## src/rtl/wm_cycle_controller.sv

```systemverilog
// Wash-cycle sequencer: state bus for the cycle timer, actuator enables, interlock, pause, cancel and watchdog.
// Latency: an input sampled at edge N sets state and all outputs visible in cycle N+1. All outputs are registered.
// Backpressure: pause freezes the state and the dwell counter in FILL..SPIN. Actuators turn off; the door lock stays on.
module wm_cycle_controller #(
  parameter int LOCK_CYCLES    = 2,
  parameter int TIMEOUT_CYCLES = 16,
  parameter int WD_W           = 5
) (
  input  logic       clock,
  input  logic       reset,
  input  logic       start,
  input  logic       cancel,
  input  logic       pause,
  input  logic       cold_wash,
  input  logic       door_closed,
  input  logic       clear_fault,
  input  logic       sig_Full,
  input  logic       sig_Temperature,
  input  logic       sig_Completed,
  output logic [2:0] state,
  output logic       door_lock,
  output logic       water_valve,
  output logic       heater,
  output logic       motor,
  output logic       drain,
  output logic       done,
  output logic       fault
);

  typedef enum logic [2:0] {
    S_IDLE      = 3'd0,
    S_DOOR_LOCK = 3'd1,
    S_FILL      = 3'd2,
    S_HEAT      = 3'd3,
    S_WASH      = 3'd4,
    S_RINSE     = 3'd5,
    S_SPIN      = 3'd6,
    S_FAULT     = 3'd7
  } st_t;

  localparam logic [WD_W-1:0] TO_VAL   = WD_W'(TIMEOUT_CYCLES);
  localparam logic [WD_W-1:0] LOCK_END = WD_W'(LOCK_CYCLES - 1);

  st_t             cur, nxt, norm;
  logic [WD_W-1:0] dwell, dwell_nxt;
  logic            active, running, cancellable, qual, act_on;
  logic            lock_nxt, valve_nxt, heater_nxt, motor_nxt, drain_nxt, done_nxt, fault_nxt;

  assign state = cur;

  // Next state by priority: door interlock, cancel, pause hold, normal exit, and then watchdog.
  always_comb begin
    nxt         = cur;
    norm        = cur;
    active      = (cur != S_IDLE) && (cur != S_FAULT);
    running     = active && (cur != S_DOOR_LOCK);
    cancellable = active && (cur != S_SPIN);
    // The entry cycle is blanked so that a timer flag left high by the previous phase cannot skip a phase.
    qual        = (dwell != '0);
    case (cur)
      S_IDLE:      if (start && door_closed) norm = S_DOOR_LOCK;
      S_DOOR_LOCK: if (dwell == LOCK_END) norm = S_FILL;
      S_FILL:      if (qual && sig_Full) norm = cold_wash ? S_WASH : S_HEAT;
      S_HEAT:      if (qual && sig_Temperature) norm = S_WASH;
      S_WASH:      if (qual && sig_Completed) norm = S_RINSE;
      S_RINSE:     if (qual && sig_Completed) norm = S_SPIN;
      S_SPIN:      if (qual && sig_Completed) norm = S_IDLE;
      S_FAULT:     if (clear_fault) norm = S_IDLE;
      default:     norm = S_IDLE;
    endcase
    if (active && !door_closed)                        nxt = S_FAULT;
    else if (cancellable && cancel)                    nxt = S_SPIN;
    else if (running && pause)                         nxt = cur;
    // The watchdog fires only when no exit is taken this cycle, so an exit flag wins over the timeout.
    else if (running && norm == cur && dwell == TO_VAL) nxt = S_FAULT;
    else                                               nxt = norm;
  end

  // Dwell counter and Moore output decode, both computed from the state being entered.
  always_comb begin
    dwell_nxt = dwell;
    if (nxt != cur)                    dwell_nxt = '0;
    else if (!pause && dwell < TO_VAL) dwell_nxt = dwell + 1'b1;
    lock_nxt   = (nxt != S_IDLE) && (nxt != S_FAULT);
    act_on     = !(pause && lock_nxt && nxt != S_DOOR_LOCK);
    valve_nxt  = act_on && (nxt == S_FILL || nxt == S_RINSE);
    heater_nxt = act_on && (nxt == S_HEAT);
    motor_nxt  = act_on && (nxt == S_WASH || nxt == S_RINSE || nxt == S_SPIN);
    drain_nxt  = act_on && (nxt == S_SPIN);
    done_nxt   = (cur == S_SPIN) && (nxt == S_IDLE);
    fault_nxt  = (nxt == S_FAULT);
  end

  // State, dwell and output registers. Reset returns to IDLE with everything off and no done pulse.
  always_ff @(posedge clock) begin
    if (reset) begin
      cur         <= S_IDLE;
      dwell       <= '0;
      door_lock   <= 1'b0;
      water_valve <= 1'b0;
      heater      <= 1'b0;
      motor       <= 1'b0;
      drain       <= 1'b0;
      done        <= 1'b0;
      fault       <= 1'b0;
    end else begin
      cur         <= nxt;
      dwell       <= dwell_nxt;
      door_lock   <= lock_nxt;
      water_valve <= valve_nxt;
      heater      <= heater_nxt;
      motor       <= motor_nxt;
      drain       <= drain_nxt;
      done        <= done_nxt;
      fault       <= fault_nxt;
    end
  end

endmodule
```

## config.mk

```make
export PLATFORM = sky130hd
export DESIGN_NAME = wm_cycle_controller
export DESIGN_NICKNAME = d
export VERILOG_FILES = /design/src/rtl/wm_cycle_controller.sv
export SDC_FILE = /design/constraint.sdc
export NUM_CORES = 1
export LEC_CHECK = 0
export BUFFER_PORTS_ARGS = -buffer_cell sky130_fd_sc_hd__buf_2
export CAP_MARGIN = 15
export CORE_UTILIZATION = 47
export CTS_BUF_LIST = sky130_fd_sc_hd__clkbuf_2
export DETAILED_ROUTE_END_ITERATION = 8
export PLACE_DENSITY_LB_ADDON = 0.1
export SETUP_SLACK_MARGIN = 0.4
export SLEW_MARGIN = 25
export SYNTH_ARGS = -nofsm -noshare
export SYNTH_HDL_FRONTEND = slang
export SYNTH_SLANG_ARGS = --single-unit
```

## constraint.sdc

```tcl
create_clock -name clock -period 5.8 [get_ports clock]
set_input_delay 0.29 -clock clock [delete_from_list [all_inputs] [get_ports clock]]
set_output_delay 0.29 -clock clock [all_outputs]
set_load 0.1 [all_outputs]
```

Yosys cells after proc, flatten, opt, wreduce, memory -nomap -nowiden

Index checks and enable logic that the tools add are counted.

Register bits: 15
Output and inout port bits: 10
Word-level logic and storage cells: 80
Input bits: 11

Reductions and logical operators: 33
Add/subtract/negate cells: 1
Muxes and demuxes: 14
Order comparisons: 1
Eq/ne operators: 22

Operators by type and width:

| kind                                                                   | number |
|---|---|
| 3-bit two-way mux                                                      | 13 |
| 3-bit equality test (second input constant)                            | 8 |
| 3-bit case mux with 8 select lines                                     | 1 |
| 1-bit logical AND                                                      | 21 |
| 3-bit by 2-bit equality test with 1-bit output (second input constant) | 4 |
| 3-bit != test (second input constant)                                  | 3 |
| 3-bit logical NOT                                                      | 2 |
| 3-bit by 1-bit != test with 1-bit output (second input constant)       | 2 |
| 3-bit nonzero test                                                     | 2 |
| 5-bit by 1-bit adder with 5-bit output (second input constant)         | 1 |
| 5-bit by 1-bit equality test with 1-bit output (second input constant) | 1 |
| 5-bit equality test (second input constant)                            | 1 |
| 5-bit < comparator (second input constant)                             | 1 |
| 5-bit nonzero test                                                     | 1 |
| 3-bit by 1-bit equality test with 1-bit output (second input constant) | 1 |
| 3-bit equality test                                                    | 1 |
| 1-bit logical NOT                                                      | 3 |
| 1-bit logical OR                                                       | 3 |
| 3-bit != test                                                          | 1 |
| 2-bit OR reduction                                                     | 1 |

Depth between registers and ports, before layout

Gate-level depths: netlist of the first run.

Depth after elaboration: 17
Mapped depth: 10

Worst setup path after synthesis of the first run

Ideal clock, no wire load.

Kind: register to register
From: register cur[1], in the netlist state[1]
To: register water_valve
Period minus slack after synthesis: 2858 ps
Path buffers: 1
Required time: 5730 ps
Data arrival time: 2788 ps
Setup slack: 2942 ps
Stages on the path, launching flop included: 8
Cell sequence: dfxtp_1 -> clkbuf_1 -> nand4_1 -> a311oi_1 -> and4bb_4 -> o31a_1 -> or3_1 -> a21boi_1

Word-level cells in the longest chain between the ends: 15

Ends and longest elaborated chain:

| element                                                                        | RTL line | source |
|---|---|---|
| start, declared                                                                | 44       | `st_t cur, nxt, norm;` |
| start signal, assigned                                                         | 107      | `cur <= nxt;` |
| 3-bit equality test, or another cell as far along                              | 60       | `case (cur)` |
| 3-bit case mux with 8 select lines / 1-bit logical AND (equally long branches) | 60, 55   |  |
| 3-bit equality test / 1-bit logical AND (equally long branches)                | 75, 56   |  |
| 1-bit logical AND (2 in a row)                                                 | 75       | `else if (running && norm == cur && dwell == TO_VAL) nxt = S_FAULT;` |
| 3-bit two-way mux                                                              | 75       |  |
| 3-bit two-way mux                                                              | 73       | `else if (running && pause) nxt = cur;` |
| 3-bit two-way mux                                                              | 72       | `else if (cancellable && cancel) nxt = S_SPIN;` |
| 3-bit two-way mux *                                                            | 71       | `if (active && !door_closed) nxt = S_FAULT;` |
| 3-bit != test / 3-bit nonzero test (equally long branches)                     | 84       | `lock_nxt = (nxt != S_IDLE) && (nxt != S_FAULT);` |
| 1-bit logical AND                                                              | 84       |  |
| 1-bit logical AND (2 in a row)                                                 | 85       | `act_on = !(pause && lock_nxt && nxt != S_DOOR_LOCK);` |
| 1-bit logical NOT                                                              | 85       |  |
| 1-bit logical AND *                                                            | 86       | `valve_nxt = act_on && (nxt == S_FILL \|\| nxt == S_RINSE);` |
| end signal, assigned                                                           | 110      | `water_valve <= valve_nxt;` |
| end, declared                                                                  | 22       | `output logic water_valve,` |

Mark *: on every way between the ends. The rest lies on a longest branch, timed or not.
A chain may end at the register's enable or synchronous reset.

Final worst setup path of the first run

From: register dwell[0]
To: register dwell[3]

Word-level cells in the longest chain between the ends: 13

Ends and longest elaborated chain:

| element                                     | RTL line | source |
|---|---|---|
| start, declared                             | 45       | `logic [WD_W-1:0] dwell, dwell_nxt;` |
| start signal, assigned                      | 108      | `dwell <= dwell_nxt;` |
| 5-bit nonzero test                          | 59       | `qual = (dwell != '0);` |
| 1-bit logical AND, on equally long branches | -        |  |
| 3-bit two-way mux, on equally long branches | -        |  |
| 3-bit case mux with 8 select lines          | 60       |  |
| 3-bit equality test                         | 75       |  |
| 1-bit logical AND (2 in a row)              | 75       |  |
| 3-bit two-way mux                           | 75       |  |
| 3-bit two-way mux                           | 73       |  |
| 3-bit two-way mux                           | 72       |  |
| 3-bit two-way mux                           | 71       |  |
| 3-bit != test                               | 82       | `if (nxt != cur) dwell_nxt = '0;` |
| 2-bit OR reduction (no source line)         | -        |  |

Several ways; a longest one is shown, not always the timed one.

==> reports/qor.csv, run 1 <==
metric,value,unit
outcome,finished clean,
via_count,1180,
chipWidth,50.7,µm
rsz0062_at_grt,no,
cts_sinks,15,
post-route-drc-count,0,
synth_area,1110,µm²
cp.depth,9,
hold_depth,2,
cts_setup_buffers,0,
fill_cells,232,
dr.pass1.iters,4,
dieArea,2570,µm²
netlist_instances,142,
initial_utilization,50.3,%
hold_viol_final,0,
path_delay_family,simple AND/OR/NAND/NOR gates,
antenna_found_initial,0,
cp_max_fo,9,
synth_warnings,0,
max-cap-violations,0,
hold_slack,0.274,ns
power_density,585,nW/µm²
io_buffers,20,
gr-total-overflow,0,
syn2layout_area_growth,11.7,%
setup-violations-final,0,
numCtsBuffers,3,
worst_pin_slew,0.753,ns
synthArstFlopShare,0,%
slew_headroom,49.8,%
cp-end-kind,register,
wire_per_inst,15.6,µm
startpoint_type,register,
final_layout_size_suffix_gt1_share,20.6,%
crit_arrival,2.93,ns
drtIter0Drc,43,
viasPerCell,6.28,
seq_area_frac_synth,27.0,%
final_cell_mix,"buf_2, dfxtp_1, nand2_1",
rr_worst_depth,9,
rr_startpoint,dwell[0]$_SDFFE_PP0P_,
hp-class,input pin to register,
core-area,2210,µm²
track_usage,25.7,%
io-pin-count,21,
irDropWorstVdd,0.336,mV
die_h,50.7,µm
grt_max_degree,25,
cp_slowest_stage_delay,0.61,ns
p_leak,0.475,nW
regArea,300,µm²
grt_first_pass_wirelength,4.97,mm
synth-edff-count,0,
netlist-cell-type-count,49,
fin_setup_tns,0,ns
clock_latency,0.28,ns
ff2ff_setup_slack,3.02,ns
gp_congestion,0.932,
synth_area_per_cell,7.83,µm²
synth_fp_nets,156,
path_clk_slew,0.15,ns
min_from,reset,
multi_input_area,764,µm²
holdPathEnd,state[0]$_SDFF_PP0_,
row_count,17,
hpwl,2.13,mm
holdBufCountCts,0,
drt-total-wl,2.93,mm
min_period_over_period,47.9,%
r2r-end,dwell[3]$_SDFFE_PP0P_,
slew_violations,0,
grt_pass1_vias,1058,
path_cells,inv_1 > ha_1 > or4b_1 > nand4_1 > a311oi_1 > and4bb_4 > o21ai_1 > o221ai_1 > nor3_1,
slowest_stage,or4b_1,
fin_worst_skew,0.00677,ns
n_antenna_cell,0,
path_buf_inv,1,
ant_nets,0,
cp.required,5.95,ns
tritoncts,built,
synth_ff_type,dfxtp_1,
max_freq,360,MHz
synth-seq-cells,15,
fin_crit,2.78,ns
nets,175,
critPathKind,register to register,
layout.cells.most_common,buf_2,
ctsResizeCount,0,
clock_path_buffers,2,
htreeDepth,1,
clockRootBuffer,clkbuf_2,
[power breakdown]
part           internal [mW]  switching [mW]  leakage, nW
Sequential             0.127          0.0544        0.123
Combinational          0.141           0.355        0.336
Clock                 0.0156          0.0326       0.0164
Total                  0.284           0.442        0.475
[layer usage]
metal  up-vias  part of all wire [%]  track usage [%]
met5         -                     0                0
met4         0                   1.9             11.1
met3         8                   3.0            0.909
met2        36                    47             42.2
met1       558                    48             34.9
li1        578                     -                -
[stage by stage]
| step | setup WS, ns | utilization (%) | power [mW] | cell area (µm²) | cells |
|---|---|---|---|---|---|
| global route | 2.83 | 56.2 | 0.778 | 1240 | 188 |
| CTS | 3.08 | 56.2 | 0.723 | 1240 | 188 |
| floorplan | 2.94 | - | 0.589 | 1110 | 142 |
| detailed placement | 3.13 | 55.3 | 0.672 | 1220 | 184 |
| finish | 3.02 | 56.2 | 0.726 | 1240 | 188 |
| global placement | 3.13 | 55.3 | 0.668 | 1220 | 184 |
[final cells by class]
type | count | share of cell area (%)
flip-flops and latches | 15 | 24.2
well taps | 28 | 2.82
clock inverters | 1 | 0.403
multi-input cells | 115 | 61.5
clock buffers | 3 | 1.21
repair buffers | 20 | 8.06
inverters | 6 | 1.81
[cell usage after synthesis (4+ instances only)]
library cell / instances / area, µm²
nand2_1: 12 / 45.0
nor2_1: 10 / 37.5
a21oi_1: 7 / 35.0
inv_1: 5 / 18.8
clkbuf_1: 4 / 15.0
a211oi_1: 4 / 30.0
o21ai_0: 5 / 25.0
nand3_1: 9 / 45.0
nor2b_1: 4 / 25.0
dfxtp_1: 15 / 300
nor3_1: 9 / 45.0
[registers in the layout (all words and copies together), names as in the netlist]
signal	count
heater	1
fault	1
done	1
motor	1
water_valve	1
drain	1
state	3
dwell	5
door_lock	1
[worst max-delay path by stage]
stage | slack (ns) | startpoint | to
after floorplan | 2.94 | state[1]$_SDFF_PP0_ | water_valve$_SDFF_PP0_
after global placement | 3.13 | dwell[0]$_SDFFE_PP0P_ | door_lock$_SDFF_PP0_
after detailed placement | 3.13 | dwell[0]$_SDFFE_PP0P_ | dwell[0]$_SDFFE_PP0P_
after CTS | 3.08 | dwell[0]$_SDFFE_PP0P_ | door_lock$_SDFF_PP0_
after global routing | 2.83 | dwell[0]$_SDFFE_PP0P_ | dwell[2]$_SDFFE_PP0P_
final | 3.02 | dwell[0]$_SDFFE_PP0P_ | dwell[3]$_SDFFE_PP0P_
[kinds of logic after synthesis]
| group | after synthesis | share of synthesized area (%) |
|---|---|---|
| adders and majority gates | 3 | 3.37 |
| DFF | 15 | 27.0 |
| muxes | 2 | 1.80 |
| AOI/OAI and AO/OA | 41 | 28.0 |
| buffers and inverters | 12 | 4.27 |
| xor gates and xnor gates | 3 | 2.36 |
| and+or+nand+nor | 66 | 33.2 |
Power figures use the tool's default switching activity.
==> run 2: changes to the inputs <==
--- a/config.mk
+++ b/config.mk
@@ -5,6 +5,7 @@
 export SDC_FILE = /design/constraint.sdc
 export NUM_CORES = 1
 export LEC_CHECK = 0
+export ABC_AREA = 1
 export BUFFER_PORTS_ARGS = -buffer_cell sky130_fd_sc_hd__buf_2
 export CAP_MARGIN = 15
 export CORE_UTILIZATION = 47
==> constraint.sdc (replaced) <==
create_clock -name clock -period 2.51 [get_ports clock]
set_input_delay 0.1255 -clock clock [delete_from_list [all_inputs] [get_ports clock]]
set_output_delay 0.1255 -clock clock [all_outputs]
set_load 0.1 [all_outputs]
==> reports/qor.csv, run 2 <==
metric,value,unit,change
tritoncts,built,,
pre_cts_ws,0.407,ns,-2.72 ns
min_from,pause,,
swShare,61.0,%,+0.11 points
drt-total-wl,2.67,mm,-8.7%
p_comb_share,75.5,%,+7.1 points
regMostFlops,dwell,,
fin_worst_skew,0.00416,ns,-0.00261 ns
power_density,1450,nW/µm²,+150%
path_clk_slew,0.14,ns,about the same
drtIter0Drc,27,,-37%
die_h,50.6,µm,-0.11%
track_usage,21.3,%,-4.4 points
place_area,1230,µm²,+0.31%
layout.cells.non_filler,210,,+12%
irDropWorstVdd,1.02,mV,+200%
synth_warnings,0,,unchanged
gp_congestion,0.847,,-9.1%
clock_path_buffers,2,,unchanged
fin_crit,2.07,ns,-0.706 ns
worst_pin_slew,0.488,ns,-0.265 ns
ant_nets,0,,unchanged
path_delay_family,simple AND/OR/NAND/NOR gates,,
clockRootBuffer,clkbuf_2,,
syn2layout_area_growth,31.0,%,
path_cells,buf_4 > nor3_2 > inv_1 > nand2_1 > nor2_1 > nor2_2 > nand3_4 > nand2_4 > nand3_4 > nor3_2,,
gr-total-overflow,0,,unchanged
numCtsBuffers,3,,unchanged
yosys.area.top_type,dfxtp_1,,
synth_area_per_cell,7.35,µm²,-6.2%
hp-class,input pin to register,,
netlist-cell-type-count,29,,-41%
io_buffers,20,,unchanged
slew_headroom,67.7,%,+18 points
viasPerCell,5.25,,-16%
wire_per_inst,12.7,µm,-18%
crit_arrival,2.29,ns,-0.64 ns
io-pin-count,21,,unchanged
fin_setup_tns,0,ns,unchanged
critPathKind,register to register,,
cp_max_fo,8,,-1
synth_area,1110,µm²,-0.23%
htreeDepth,1,,unchanged
power.internal,0.820,mW,+190%
clock_latency,0.29,ns,about the same
cp-end-kind,register,,
dp_cells,196,,+6.5%
rsz0062_at_grt,yes,,
startpoint_type,register,,
cp_slowest_stage_delay,0.41,ns,-0.20 ns
dieArea,2560,µm²,-0.22%
slew_violations,0,,unchanged
hold_slack,0.0430,ns,-0.231 ns
rr_startpoint,state[0]$_SDFF_PP0_,,
synth_commonest_cells,"nand2_1, nor2_1, dfxtp_1, inv_1, nand3_1",,
dr.pass1.iters,6,,+2
holdBufCountCts,0,,unchanged
post-route-drc-count,0,,unchanged
synth-edff-count,0,,unchanged
final_layout_size_suffix_gt1_share,53.3,%,+33 points
hpwl,1.82,mm,-14%
synthArstFlopShare,0,%,unchanged
yosysMostFrequentCell,nand2_1,,
final_cell_mix,"nand2_1, buf_2, nor2_1",,
crit_path_start,state[0]$_SDFF_PP0_,,
grt_first_pass_wirelength,4.14,mm,-17%
synth-seq-cells,15,,unchanged
synth_ff_type,dfxtp_1,,
largest_reg_flops,5,,unchanged
layout.cells.most_common,nand2_1,,
row_count,17,,unchanged
cp.required,2.72,ns,-3.23 ns
pwr-share-seq,18.9,%,-6.1 points
slowest_stage,dfxtp_4,,
core-area,2210,µm²,unchanged
initial_utilization,50.2,%,-0.11 points
cts_sinks,15,,unchanged
via_count,1103,,-6.5%
outcome,finished clean,,
min_period_over_period,82.6,%,+35 points
p_leak,0.674,nW,+42%
path_buf_inv,2,,+1
clock_power_share,5.7,%,-0.9 points
timing.final.ws_setup,0.437,ns,-2.58 ns
synth_fp_nets,165,,+5.8%
n_antenna_cell,0,,unchanged
antenna_found_initial,0,,unchanged
max-cap-violations,0,,unchanged
netlist_instances,151,,+6.3%
max_freq,482,MHz,+34%
hold_viol_final,0,,unchanged
setup-violations-final,0,,unchanged
nets,197,,+13%
chipWidth,50.6,µm,-0.11%
switching_power,1.28,mW,+190%
seq_area_frac_synth,27.1,%,+0.061 points
grt_pass1_vias,1010,,-4.5%
synth_area_leaders,"dfxtp_1, nand2_1, nor3_2",,
synth_top_cell_area_share,27.1,%,+0.061 points
fin_area,1450,µm²,+17%
grt_max_degree,11,,-56%
-- run 2: changes by cell type after synthesis, moves of 6 or more --
cell and delta:
inv_1 +9, nor2_2 +6, nor3_1 -9, nor2_1 +6, nor3_2 +9, nand2_1 +21
nand2_2 +6
-- run 2: power groups by stage --
stage	Clock (mW)	Sequential (mW)	Combinational (mW)
global route	0.133	0.404	1.71
detailed placement	0	0.404	1.29
floorplan	0	0.721	0.799
finish	0.119	0.397	1.59
global placement	0	0.400	1.28
CTS	0.127	0.398	1.30
-- run 2: final timing paths --
path | endpoint | slack (ns) | depth (start not counted)
worst max-delay path | dwell[0]$_SDFFE_PP0P_ | 0.44 | 10
worst min-delay path | heater$_SDFF_PP0_ | 0.04 | 2
worst max register to register | dwell[0]$_SDFFE_PP0P_ | 0.44 | 10
worst min register to register | dwell[2]$_SDFFE_PP0P_ | 0.65 | 2
-- run 2: cells by family after synthesis --
kind of cell               synth area share [%]
AOI/OAI and AO/OA                          7.21
buffers and inverters                      9.58
DFF                                        27.1
and+or+nand+nor                            50.4
adders and majority gates                  3.38
xor gates and xnor gates                   2.37
-- run 2: final cells by class --
cell class,instances,area [µm²]
Multi-Input combinational cell,114,825
Timing Repair Buffer,30,175
Inverter,19,81.3
Clock buffer,4,20.0
Fill cell,210,758
Sequential cell,15,318
Tap cell,28,35.0
-- run 2: what timing repair did --
item | CTS | global route
gates resized for setup | 1 | 34
setup endpoints to repair | 1 | 13
setup buffers | 0 | 10
pin swaps | 0 | 21
-- run 2: layer usage --
| metal | global-route usage, % | up-vias | routed length, µm |
|---|---|---|---|
| met5 | 0 | - | 0 |
| met4 | 7.41 | 0 | 27 |
| met3 | 4.55 | 4 | 109 |
| met2 | 34.0 | 30 | 1320 |
| met1 | 28.2 | 513 | 1210 |
| li1 | - | 556 | - |
-- run 2: worst register-to-register path, cell delays in order, from the launching register on --
cell     delay (ns)
dfxtp_4        0.41
buf_4          0.14
nor3_2         0.29
inv_1          0.13
nand2_1        0.08
nor2_1         0.05
nor2_2         0.27
nand3_4        0.21
nand2_4        0.13
nand3_4        0.11
nor3_2         0.19
-- run 2: through the flow --
stage          total power, mW  util (%)
3_5_place_dp              1.70      55.4
2_1_floorplan             1.52         -
5_1_grt                   2.24      65.7
6_report                  2.10      65.7
3_3_place_gp              1.68      55.4
4_1_cts                   1.82      56.4
==> run 3: changes to the inputs <==
--- a/config.mk
+++ b/config.mk
@@ -5,7 +5,7 @@
 export SDC_FILE = /design/constraint.sdc
 export NUM_CORES = 1
 export LEC_CHECK = 0
-export ABC_AREA = 1
+export ABC_AREA = 0
 export BUFFER_PORTS_ARGS = -buffer_cell sky130_fd_sc_hd__buf_2
 export CAP_MARGIN = 15
 export CORE_UTILIZATION = 47
==> constraint.sdc (replaced) <==
create_clock -name clock -period 1.72 [get_ports clock]
set_input_delay 0.086 -clock clock [delete_from_list [all_inputs] [get_ports clock]]
set_output_delay 0.086 -clock clock [all_outputs]
set_load 0.1 [all_outputs]
==> reports/qor.csv, run 3 (synthesized netlist as in run 1, its figures left out) <==
metric,value,unit,change
final_cell_mix,"buf_4, buf_2, nand2_1",,
gp_congestion,0.959,,+13%
cp.required,1.96,ns,-0.76 ns
cp_slowest_stage_delay,0.47,ns,+0.06 ns
n_antenna_cell,0,,unchanged
numCtsBuffers,3,,unchanged
cp-end-kind,register,,
setup-violations-final,15,,+15
layout.cells.most_common,buf_4,,
cp_max_fo,6,,-2
die_h,50.7,µm,+0.11%
htreeDepth,1,,unchanged
ant_nets,0,,unchanged
timing.final.ws_setup,-0.824,ns,-1.26 ns
place_area,1610,µm²,+31%
io_buffers,20,,unchanged
path_cells,ha_2 > or4b_4 > a211oi_4 > buf_6 > a311oi_2 > and4bb_4 > o32ai_2 > or3_1 > a21boi_1,,
chipWidth,50.7,µm,+0.11%
max_freq,393,MHz,-18%
ff2ff_setup_slack,-0.82,ns,-1.26 ns
critPathKind,register to register,,
rsz0062_at_grt,yes,,
viasPerCell,6.03,,+15%
hpwl,2.71,mm,+49%
r2r-end,water_valve$_SDFF_PP0_,,
crit_arrival,2.78,ns,+0.49 ns
dieArea,2570,µm²,+0.22%
max-cap-violations,0,,unchanged
dr.pass1.iters,4,,-2
fin_setup_tns,-10.81,ns,-10.81 ns
nets,226,,+15%
min_period_over_period,148,%,+65 points
hold_viol_final,0,,unchanged
drtIter0Drc,32,,+19%
gr-total-overflow,0,,unchanged
syn2layout_area_growth,59.2,%,
track_usage,33.1,%,+12 points
irDropWorstVdd,1.64,mV,+61%
fin_area,1770,µm²,+22%
fin_worst_skew,0.00857,ns,+0.00440 ns
grt_first_pass_wirelength,6.31,mm,+52%
pre_cts_ws,-0.752,ns,-1.16 ns
tritoncts,built,,
cts_sinks,15,,unchanged
grt_pass1_vias,1375,,+36%
via_count,1441,,+31%
fill_cells,162,,-23%
path_delay_family,simple AND/OR/NAND/NOR gates,,
failed_checks,setup timing,,
worstSetupEndpoint,water_valve$_SDFF_PP0_,,
drt-total-wl,4.00,mm,+50%
slowest_stage,or4b_4,,
slew_headroom,59.4,%,-8.3 points
fin_crit,2.54,ns,+0.471 ns
clock_path_buffers,2,,unchanged
power_density,1970,nW/µm²,+36%
regMostFlops,dwell,,
grt_max_degree,15,,+4
core-area,2210,µm²,unchanged
startpoint_type,register,,
clockRootBuffer,clkbuf_2,,
clock_latency,0.31,ns,+0.02 ns
initial_utilization,50.3,%,+0.11 points
row_count,17,,unchanged
worst_pin_slew,0.605,ns,+0.117 ns
path_buf_inv,1,,-1
wire_per_inst,16.7,µm,+31%
outcome,"finished, violations left",,
p_leak,0.752,nW,+12%
holdBufCountCts,0,,unchanged
crit_path_start,dwell[0]$_SDFFE_PP0P_,,
slew_violations,0,,unchanged
post-route-drc-count,0,,unchanged
hp-class,input pin to register,,
rr_worst_depth,9,,-1
antenna_found_initial,0,,unchanged
final_layout_size_suffix_gt1_share,53.1,%,-0.22 points
cp.depth,9,,-1
path_clk_slew,0.14,ns,about the same
io-pin-count,21,,unchanged
rr_startpoint,dwell[0]$_SDFFE_PP0P_,,
largest_reg_flops,5,,unchanged
[run 3: timing repair]
| action | in CTS | in global routing |
|---|---|---|
| pin swaps | 9 | 6 |
| setup endpoints to repair | 16 | 17 |
| resized for setup | 13 | 11 |
| endpoints found under the hold margin | 0 | 0 |
| cloned | 0 | 0 |
| buffers inserted | 5 | 1 |
[run 3: how the worst min path moves through the flow]
stage | from | endpoint | slack [ns] | cells after the start
floorplan | reset | state[0]$_SDFF_PP0_ | 0.15 | 1
global placement | reset | state[1]$_SDFF_PP0_ | 0.35 | 2
detailed placement | reset | state[1]$_SDFF_PP0_ | 0.34 | 2
CTS | reset | state[2]$_SDFF_PP0_ | 0.08 | 2
global route | reset | state[2]$_SDFF_PP0_ | 0.07 | 2
finish | reset | door_lock$_SDFF_PP0_ | 0.06 | 2
[run 3: metal layers]
metal / track usage (%) / up-vias / part of all wire [%]
li1: - / 680 / -
met1: 39.1 / 676 / 41
met4: 17.1 / 0 / 2.9
met3: 4.55 / 11 / 5.1
met5: 0 / - / 0
met2: 57.6 / 74 / 51
[run 3: per-stage QoR]
| stage | instances | power [mW] | hold WS (ns) | util (%) |
|---|---|---|---|---|
| floorplan | 142 | 2.08 | 0.146 | - |
| finish | 239 | 3.48 | 0.0570 | 80.0 |
| global placement | 229 | 2.85 | 0.350 | 72.6 |
| CTS | 238 | 3.24 | 0.0792 | 77.9 |
| detailed placement | 229 | 2.89 | 0.343 | 72.6 |
| global route | 239 | 3.62 | 0.0736 | 80.0 |
[run 3: where the power goes]
part / switching (mW) / internal (mW) / leakage, nW
registers: 0.109 / 0.450 / 0.125
logic: 1.62 / 1.12 / 0.610
clock network: 0.119 / 0.0615 / 0.0166
[run 3: cell type report]
cell class,count,area (µm²),share of cell area (%)
clock buffers,4,20.0,1.13
flip-flops and latches,15,314,17.7
well taps,28,35.0,1.98
multi-input cells,115,872,49.3
inverters,6,22.5,1.27
repair buffers,71,507,28.6
